==> src/rtl/pipe_ctrl_pkg.sv <==
// rtl/pipe_ctrl_pkg.sv - shared types and encodings for the ID/EX hazard controller
package pipe_ctrl_pkg;

    typedef enum logic {
        RUN     = 1'b0,
        MD_BUSY = 1'b1
    } state_t;

    localparam logic [1:0] FWD_RF  = 2'b00;
    localparam logic [1:0] FWD_WB  = 2'b01;
    localparam logic [1:0] FWD_MEM = 2'b10;

    localparam logic [1:0] RESULT_SRC_LOAD = 2'b01;

    localparam int MD_TIMEOUT_DEF = 40;
    localparam int CNT_W_DEF      = 32;

endpackage

==> src/rtl/hazard_fwd_sel.sv <==
// rtl/hazard_fwd_sel.sv - EX operand forwarding select for one source register
import pipe_ctrl_pkg::*;

module hazard_fwd_sel (
    input  logic [4:0] rs,
    input  logic [4:0] rd_m,
    input  logic       reg_write_m,
    input  logic [4:0] rd_w,
    input  logic       reg_write_w,
    output logic [1:0] sel
);

    // MEM holds the younger value, so it wins over WB; x0 is never forwarded.
    always_comb begin
        sel = FWD_RF;
        if (reg_write_m && (rd_m != 5'd0) && (rd_m == rs)) begin
            sel = FWD_MEM;
        end else if (reg_write_w && (rd_w != 5'd0) && (rd_w == rs)) begin
            sel = FWD_WB;
        end
    end

endmodule

==> src/rtl/pipeline_hazard_ctrl.sv <==
// rtl/pipeline_hazard_ctrl.sv - load-use stall, branch flush, forwarding and DIV/REM hold control
import pipe_ctrl_pkg::*;

module pipeline_hazard_ctrl #(
    parameter int         MD_TIMEOUT = MD_TIMEOUT_DEF,
    parameter int         CNT_W      = CNT_W_DEF,
    parameter logic [1:0] RS_LOAD    = RESULT_SRC_LOAD
) (
    input  logic             clk,
    input  logic             rst,
    input  logic [4:0]       Rs1D,
    input  logic [4:0]       Rs2D,
    input  logic [4:0]       Rs1E,
    input  logic [4:0]       Rs2E,
    input  logic [4:0]       RdE,
    input  logic [1:0]       ResultSrcE,
    input  logic [4:0]       RdM,
    input  logic [4:0]       RdW,
    input  logic             RegWriteM,
    input  logic             RegWriteW,
    input  logic             PCSrcE,
    input  logic             MdStartE,
    input  logic             MdDoneE,
    output logic             StallF,
    output logic             StallD,
    output logic             StallE,
    output logic             FlushD,
    output logic             FlushE,
    output logic             FlushM,
    output logic [1:0]       ForwardAE,
    output logic [1:0]       ForwardBE,
    output logic             MdBusy,
    output logic             MdErr,
    output logic [CNT_W-1:0] StallCycles
);

    localparam int MD_CNT_W = $clog2(MD_TIMEOUT + 1);

    state_t              state;
    logic [MD_CNT_W-1:0] md_cnt;
    logic                lw_stall;
    logic                md_hold;
    logic [1:0]          fwd_a;
    logic [1:0]          fwd_b;

    hazard_fwd_sel u_fwd_a (
        .rs          (Rs1E),
        .rd_m        (RdM),
        .reg_write_m (RegWriteM),
        .rd_w        (RdW),
        .reg_write_w (RegWriteW),
        .sel         (fwd_a)
    );

    hazard_fwd_sel u_fwd_b (
        .rs          (Rs2E),
        .rd_m        (RdM),
        .reg_write_m (RegWriteM),
        .rd_w        (RdW),
        .reg_write_w (RegWriteW),
        .sel         (fwd_b)
    );

    // The DIV is held only while no result has arrived and the timeout is not yet reached.
    always_comb begin
        lw_stall = (ResultSrcE == RS_LOAD) && (RdE != 5'd0) &&
                   ((RdE == Rs1D) || (RdE == Rs2D));
        md_hold  = (state == MD_BUSY) && !MdDoneE &&
                   (md_cnt != MD_CNT_W'(MD_TIMEOUT));
    end

    // Gating with rst makes every control drop as soon as reset is asserted.
    always_comb begin
        StallF    = 1'b0;
        StallD    = 1'b0;
        StallE    = 1'b0;
        FlushD    = 1'b0;
        FlushE    = 1'b0;
        FlushM    = 1'b0;
        ForwardAE = FWD_RF;
        ForwardBE = FWD_RF;
        MdBusy    = 1'b0;
        if (rst) begin
            ForwardAE = fwd_a;
            ForwardBE = fwd_b;
            MdBusy    = (state == MD_BUSY);
            if (state == RUN) begin
                StallF = lw_stall;
                StallD = lw_stall;
                FlushD = PCSrcE;
                FlushE = lw_stall || PCSrcE;
            end else begin
                StallF = md_hold;
                StallD = md_hold;
                StallE = md_hold;
                FlushM = md_hold;
            end
        end
    end

    always_ff @(posedge clk or negedge rst) begin
        if (!rst) begin
            state       <= RUN;
            md_cnt      <= '0;
            MdErr       <= 1'b0;
            StallCycles <= '0;
        end else begin
            if (StallF && (StallCycles != {CNT_W{1'b1}})) begin
                StallCycles <= StallCycles + 1'b1;
            end
            case (state)
                RUN: begin
                    if (MdStartE && !MdDoneE) begin
                        state  <= MD_BUSY;
                        md_cnt <= MD_CNT_W'(1);
                    end
                end
                MD_BUSY: begin
                    if (MdDoneE) begin
                        state  <= RUN;
                        md_cnt <= '0;
                    end else if (md_cnt == MD_CNT_W'(MD_TIMEOUT)) begin
                        state  <= RUN;
                        md_cnt <= '0;
                        MdErr  <= 1'b1;
                    end else begin
                        md_cnt <= md_cnt + 1'b1;
                    end
                end
                default: begin
                    state  <= RUN;
                    md_cnt <= '0;
                end
            endcase
        end
    end

endmodule

==> config.mk <==
export PLATFORM = sky130hd
export DESIGN_NAME = pipeline_hazard_ctrl
export DESIGN_NICKNAME = d
export VERILOG_FILES = /design/src/rtl/pipe_ctrl_pkg.sv /design/src/rtl/hazard_fwd_sel.sv /design/src/rtl/pipeline_hazard_ctrl.sv
export SDC_FILE = /design/constraint.sdc
export NUM_CORES = 1
export LEC_CHECK = 0
export BUFFER_PORTS_ARGS = -buffer_cell sky130_fd_sc_hd__buf_2
export CAP_MARGIN = 20
export CORE_UTILIZATION = 37
export DETAILED_ROUTE_END_ITERATION = 6
export PLACE_DENSITY_LB_ADDON = 0.3
export SLEW_MARGIN = 20
export SYNTH_ARGS = -nofsm -noshare
export SYNTH_HDL_FRONTEND = slang
export SYNTH_HIERARCHICAL = 1
export SYNTH_SLANG_ARGS = --single-unit
==> constraint.sdc <==
create_clock -name clk -period 6.45 [get_ports clk]
set_clock_uncertainty 0.1 [all_clocks]
set_input_delay 1.29 -clock clk [delete_from_list [all_inputs] [get_ports clk]]
set_output_delay 1.29 -clock clk [all_outputs]
set_load 0.03 [all_outputs]
==> results of run 1 <==
## registers in the layout (all words and copies together) (netlist names)
signal / cells
StallCycles: 32
state: 1
MdErr: 1
md_cnt: 6
## stage by stage
step,setup slack [ns],instance area [sq um],util [%],hold WS [ns]
6_report,2.032,3156,48.86,0.3853
2_1_floorplan,2.449,2530,-,0.4058
3_3_place_gp,2.096,3029,46.90,0.3633
3_5_place_dp,2.029,3029,46.90,0.3672
5_1_grt,1.815,3156,48.86,0.4094
4_1_cts,2.008,3156,48.86,0.3893
## cell families (layout without fill, tap and decap cells)
family / after synthesis / after routing / synth area share, %
flip-flops: 40 / 40 / 39.56
adder cells (fa/ha/maj): 3 / 3 / 1.484
AND/OR/NAND/NOR: 120 / 120 / 27.35
XOR/XNOR: 59 / 59 / 20.43
AO/OA/AOI/OAI: 24 / 24 / 8.407
buffers and inverters: 13 / 101 / 2.324
multiplexers: 1 / 1 / 0.4451
## per-layer routing
layer | up-vias | part of all wire (%) | global-route usage (%)
li1 | 1098 | - | -
met1 | 1061 | 47 | 25.05
met2 | 62 | 47 | 27.57
met3 | 6 | 5.4 | 3.736
met4 | 0 | 0.90 | 4.314
met5 | - | 0 | 0
## worst register-to-register path: stages (launching register included)
cell and delay [ns]:
dfrtp_1 0.36, inv_1 0.08, ha_1 0.19, nand4_1 0.25
and3_1 0.31, a21o_1 0.59, nand2_1 0.20, mux2_2 0.31
## layout by cell type, fill, tap and decap left out, drive strengths merged, types with 8 or more instances in the layout
master  netlist  routed
dfrtp        40      40
nor3          8       8
and3         12      12
nand4        18      18
buf           4      88
xor2         16      16
nand3        20      20
nand2        22      22
xnor2        43      43
nor2         15      15
## cell type report
class	instances	area [sq um]
Timing Repair Buffer	88	442.9
Tap cell	77	96.34
Sequential cell	40	1001
Multi-Input combinational cell	207	1470
Fill cell	647	3303
Clock inverter	1	30.03
Clock buffer	7	96.34
Inverter	5	18.77
## worst paths after layout
| path | start | to | slack [ns] | depth (start not counted) |
|---|---|---|---|---|
| min | MdErr | MdErr | 0.39 | 1 |
| max reg2reg | md_cnt[0] | StallCycles[1] | 3.95 | 7 |
| min reg2reg | MdErr | MdErr | 0.39 | 1 |
| max in group asynchronous | rst | StallCycles[23] | 4.72 | 2 |
| min in group asynchronous | rst | StallCycles[20] | 0.82 | 1 |
| max | rst | StallF | 2.03 | 6 |
## power by group through the flow
stage                     sequential, mW  clock (mW)  combinational, mW
after CTS                          0.284       0.226              0.135
after global routing               0.288       0.241              0.148
after detailed placement           0.289           0              0.134
after global placement             0.289           0              0.132
after floorplan                    0.310           0             0.0596
final                              0.284       0.223              0.133
## synth_stat cells (2+ instances only)
| cell type | n | area (sq um) |
|---|---|---|
| a22o_1 | 2 | 17.52 |
| buf_4 | 2 | 15.01 |
| and3b_1 | 2 | 17.52 |
| nor2_1 | 15 | 56.30 |
| ha_1 | 3 | 37.54 |
| and3_1 | 12 | 75.07 |
| xor2_1 | 16 | 140.1 |
| a211oi_2 | 2 | 25.02 |
| and2_1 | 6 | 37.54 |
| clkbuf_1 | 4 | 15.01 |
| o21ai_0 | 3 | 15.01 |
| and4_1 | 3 | 26.28 |
| nand3b_1 | 2 | 15.01 |
| a21oi_1 | 4 | 20.02 |
| a21o_1 | 2 | 15.01 |
| buf_2 | 2 | 10.01 |
| nand2_1 | 22 | 82.58 |
| nor3_2 | 2 | 20.02 |
| nor2b_1 | 2 | 12.51 |
| dfrtp_1 | 40 | 1001 |
| inv_1 | 5 | 18.77 |
| xnor2_1 | 43 | 376.6 |
| o22ai_1 | 2 | 12.51 |
| o41ai_2 | 2 | 32.53 |
| nor3_1 | 6 | 30.03 |
| nand4_1 | 17 | 106.4 |
| nor4_1 | 3 | 18.77 |
| nand3_1 | 19 | 95.09 |
==> results.sh, run 1 <==
export IMPL_status="finished with violations"
export IMPL_violations="DRC"
export IMPL_path_clk_slew_ns=0.08
export IMPL_pwr_share_clk_pct=34.8
export IMPL_io_pins=88
export IMPL_combPwrFrac_pct=20.8
export IMPL_cp_required_ns=5.06
export IMPL_syn_nets=307
export IMPL_htreeDepth=2
export IMPL_grt_antenna_before_repair=0
export IMPL_path_cells="buf_2 -> nor4bb_1 -> o21ai_1 -> inv_1 -> a21o_1 -> buf_2"
export IMPL_clock_sinks=40
export IMPL_fin_setup_tns_ns=0
export IMPL_critical_path_buf_inv_count=3
export IMPL_grt_pass1_vias=2166
export IMPL_drt_iter0_drc=103
export IMPL_worstPathArrival_ns=3.03
export IMPL_slowest_delay_ns=0.59
export IMPL_power_mw=0.6403
export IMPL_yosysWarningCount=6
export IMPL_finalCriticalPeriod_ns=4.418
export IMPL_cts_repair_resized=0
export IMPL_area_delta_synth_final_pct=24.73
export IMPL_fin_nets=394
export IMPL_die_y_microns=84.69
export IMPL_core_sq_um=6459
export IMPL_synth_seq_cells=40
export IMPL_maxCapViolCount=0
export IMPL_track_usage_pct=17.65
export IMPL_syn_area_per_cell_sq_um=9.730
export IMPL_crit_type="in2out"
export IMPL_finalSetupViolations=0
export IMPL_grt_max_degree=31
export IMPL_synthArstFlopShare_pct=100.0
export IMPL_p_sw_share_pct=28.88
export IMPL_p_leak_nw=1.569
export IMPL_max_slew_margin_rel_pct=51.86
export IMPL_hold_viol_final=0
export IMPL_dp_cells=417
export IMPL_p_int_mw=0.4554
export IMPL_critPathSlowestCell="a21o_1"
export IMPL_drv_slew=0
export IMPL_post_route_period_util_pct=68.50
export IMPL_holdBufCountCts=0
export IMPL_overflow=0
export IMPL_cts_buffer_depth=2
export IMPL_std_cell_rows=29
export IMPL_synth_area_sq_um=2530
export IMPL_design_die_area_sq_um=7172
export IMPL_max_clock_freq_ghz=0.2263
export IMPL_first_pass_iters=6
export IMPL_cts_root_buf="clkbuf_8"
export IMPL_io_buffers=87
export IMPL_post_cts_setup_buffers=0
export IMPL_grt_pass1_wl_microns=10260
export IMPL_power_switching_mw=0.1849
export IMPL_antenna_cells=0
export IMPL_stdcell_count=425
export IMPL_tightest_slew_ns=0.7220
export IMPL_critPathLaunchType="input pin"
export IMPL_cts_tree="done"
export IMPL_hp_class="reg2reg"
export IMPL_routabilityCongestion=0.8597
export IMPL_synth_edff_count=0
export IMPL_drc_errors=8
export IMPL_netlist_instances=260
export IMPL_drive_gt1_share_pct=30.75
export IMPL_initial_core_util_pct=39.17
export IMPL_crit_path_end_kind="primary output"
export IMPL_rsz0062_at_grt="false"
export IMPL_wl_per_cell_microns=14.12
export IMPL_ir_worst_vdd_v=0.0002070
export IMPL_drtAntennaViolNets=0
export IMPL_vias=2227
export IMPL_synthFlopType="dfrtp_1"
export IMPL_power_per_cell_area_nw_per_um2=202.9
export IMPL_dp_hpwl_microns=4530
export IMPL_cpMostUsedCell="buf_2"
export IMPL_routed_via_density=5.240
export IMPL_cts_buffers=5
export IMPL_totalWireLength_microns=6000
export IMPL_synth_distinct_cells=45
export IMPL_die_width_microns=84.69
export IMPL_crit_family="buffers and inverters"
export IMPL_clock_latency_ns=0.29
export IMPL_pwr_share_seq_pct=44.4
export IMPL_worst_path_max_fanout=23
export IMPL_seq_area_frac_synth_pct=39.56
Note: power is estimated with default switching activity, not from simulation.
==> inputs of run 2 (changes only) <==
clock period = 4.5 ns   (was 6.45 ns; I/O delays follow)
==> run 2 against run 1 <==
Net effect:
- the flow still finishes with violations (DRC)
- global-route usage is 0.12 points lower
- first-iteration DRC count is 2.9% higher
- sequential power is 44% higher
- power is 39% higher
- worst hold slack worse by 0.029 ns
- cell count is 0.24% higher
- utilization is 0.17 points lower
- non-clock buffer count is 1 higher
- critical path depth stayed put
- count of clock-buffer cells in the layout is 1 lower
- die area stayed put
- critical path type unchanged
- largest cell class unchanged
- largest power group unchanged
==> results.sh, run 2 (synthesis results as in run 1) <==
export IMPL_fin_setup_tns_ns=0
export IMPL_n_fill_cell=629
export IMPL_totalWireLength_microns=5963
export IMPL_fin_nets=395
export IMPL_cts_tree="done"
export IMPL_io_buffers=87
export IMPL_finalSetupViolations=0
export IMPL_tightest_slew_ns=0.4876
export IMPL_p_sw_share_pct=30.08
export IMPL_worst_path_max_fanout=8
export IMPL_power_per_cell_area_nw_per_um2=282.6
export IMPL_drtAntennaViolNets=0
export IMPL_grt_pass1_wl_microns=10130
export IMPL_violations="DRC"
export IMPL_dp_cells=418
export IMPL_regMostFlops="StallCycles"
export IMPL_routed_via_density=5.300
export IMPL_design_die_area_sq_um=7172
export IMPL_power_switching_mw=0.2673
export IMPL_path_clk_slew_ns=0.08
export IMPL_clock_latency_ns=0.29
export IMPL_drt_iter0_drc=106
export IMPL_p_leak_nw=1.565
export IMPL_hold_viol_final=0
export IMPL_clock_sinks=40
export IMPL_wl_per_cell_microns=14.00
export IMPL_max_slew_margin_rel_pct=67.49
export IMPL_max_clock_freq_ghz=0.3029
export IMPL_cts_root_buf="clkbuf_8"
export IMPL_crit_path_end_kind="primary output"
export IMPL_routabilityCongestion=0.8389
export IMPL_cts_buffers=5
export IMPL_cts_buffer_depth=2
export IMPL_final_common_cell="buf_2"
export IMPL_reg_largest_list="StallCycles: 32 flops, md_cnt: 6 flops"
export IMPL_io_pins=88
export IMPL_critPathLaunchType="input pin"
export IMPL_std_cell_rows=29
export IMPL_pwr_share_seq_pct=45.9
export IMPL_timing_hold_ws_ns=0.3559
export IMPL_p_int_mw=0.6214
export IMPL_drive_gt1_share_pct=30.66
export IMPL_grt_antenna_before_repair=0
export IMPL_track_usage_pct=17.53
export IMPL_combPwrFrac_pct=21.5
export IMPL_die_width_microns=84.69
export IMPL_maxCapViolCount=0
export IMPL_antenna_cells=0
export IMPL_area_delta_synth_final_pct=24.28
export IMPL_largest_reg_flops=32
export IMPL_status="finished with violations"
export IMPL_holdBufCountCts=0
export IMPL_overflow=0
export IMPL_vias=2258
export IMPL_ir_worst_vdd_v=0.0003385
export IMPL_initial_core_util_pct=39.17
export IMPL_dp_hpwl_microns=4470
export IMPL_grt_pass1_vias=2104
export IMPL_finalCriticalPeriod_ns=3.302
export IMPL_crit_type="in2out"
export IMPL_pwr_share_clk_pct=32.6
export IMPL_multiInputGateArea_sq_um=1470
export IMPL_hp_class="in2async"
export IMPL_htreeDepth=2
export IMPL_drc_errors=8
export IMPL_regArea_sq_um=1001
export IMPL_layout_common_cells="87 x buf_2, 43 x xnor2_1, 40 x dfrtp_1"
export IMPL_post_route_period_util_pct=73.37
export IMPL_drv_slew=0
export IMPL_stdcell_count=426
export IMPL_cts_repair_resized=0
export IMPL_cp_required_ns=3.50
export IMPL_die_y_microns=84.69
export IMPL_core_sq_um=6459
export IMPL_first_pass_iters=6
export IMPL_grt_max_degree=39
export IMPL_rsz0062_at_grt="false"
export IMPL_post_cts_setup_buffers=0
export IMPL_worstPathArrival_ns=2.30
## run 2: final timing paths
check,from,endpoint,depth (start not counted),slack [ns]
min reg2reg,MdErr,MdErr,1,0.38
max in group asynchronous,rst,md_cnt[0],2,3.23
max reg2reg,StallCycles[24],StallCycles[1],6,2.12
min,rst,md_cnt[4],1,0.36
max,RdE[1],StallF,6,1.20
min in group clk,MdErr,MdErr,1,0.38
## run 2: power by group through the flow
| stage | Combinational, mW | Sequential (mW) | Clock, mW |
|---|---|---|---|
| after detailed placement | 0.192 | 0.415 | 0 |
| after CTS | 0.192 | 0.409 | 0.295 |
| after global placement | 0.189 | 0.414 | 0 |
| after floorplan | 0.0854 | 0.445 | 0 |
| after global routing | 0.212 | 0.413 | 0.309 |
| final | 0.191 | 0.408 | 0.290 |
## run 2: worst max-delay path, cell delays in order
cell,delay (ns)
buf_2,0.12
or4_1,0.52
o21ai_1,0.20
inv_1,0.08
a21o_1,0.27
buf_2,0.21
## run 2: final cells by class
| type | instances | share of cell area (%) |
|---|---|---|
| flip-flops and latches | 40 | 31.83 |
| inverters | 5 | 0.5969 |
| clock buffers | 6 | 2.308 |
| well taps | 77 | 3.064 |
| clock inverters | 2 | 1.114 |
| repair buffers | 89 | 14.33 |
| multi-input cells | 207 | 46.76 |
## run 2: per-stage QoR
step	cell area, sq um	worst slack [ns]	total power, mW	util (%)
detailed placement	3037	1.208	0.6070	47.02
CTS	3144	1.195	0.8958	48.68
global placement	3037	1.225	0.6031	47.02
finish	3144	1.198	0.8887	48.68
global route	3144	1.132	0.9341	48.68
floorplan	2530	1.279	0.5302	-
## run 2: routing by layer
metal	part of all wire, %	GRT usage [%]	wire length, microns	vias to the layer above
li1	-	-	-	1106
met1	47	24.38	2787	1076
met2	46	28.16	2744	70
met3	6.1	2.950	362	6
met4	1.1	5.085	68	0
met5	0	0	0	-
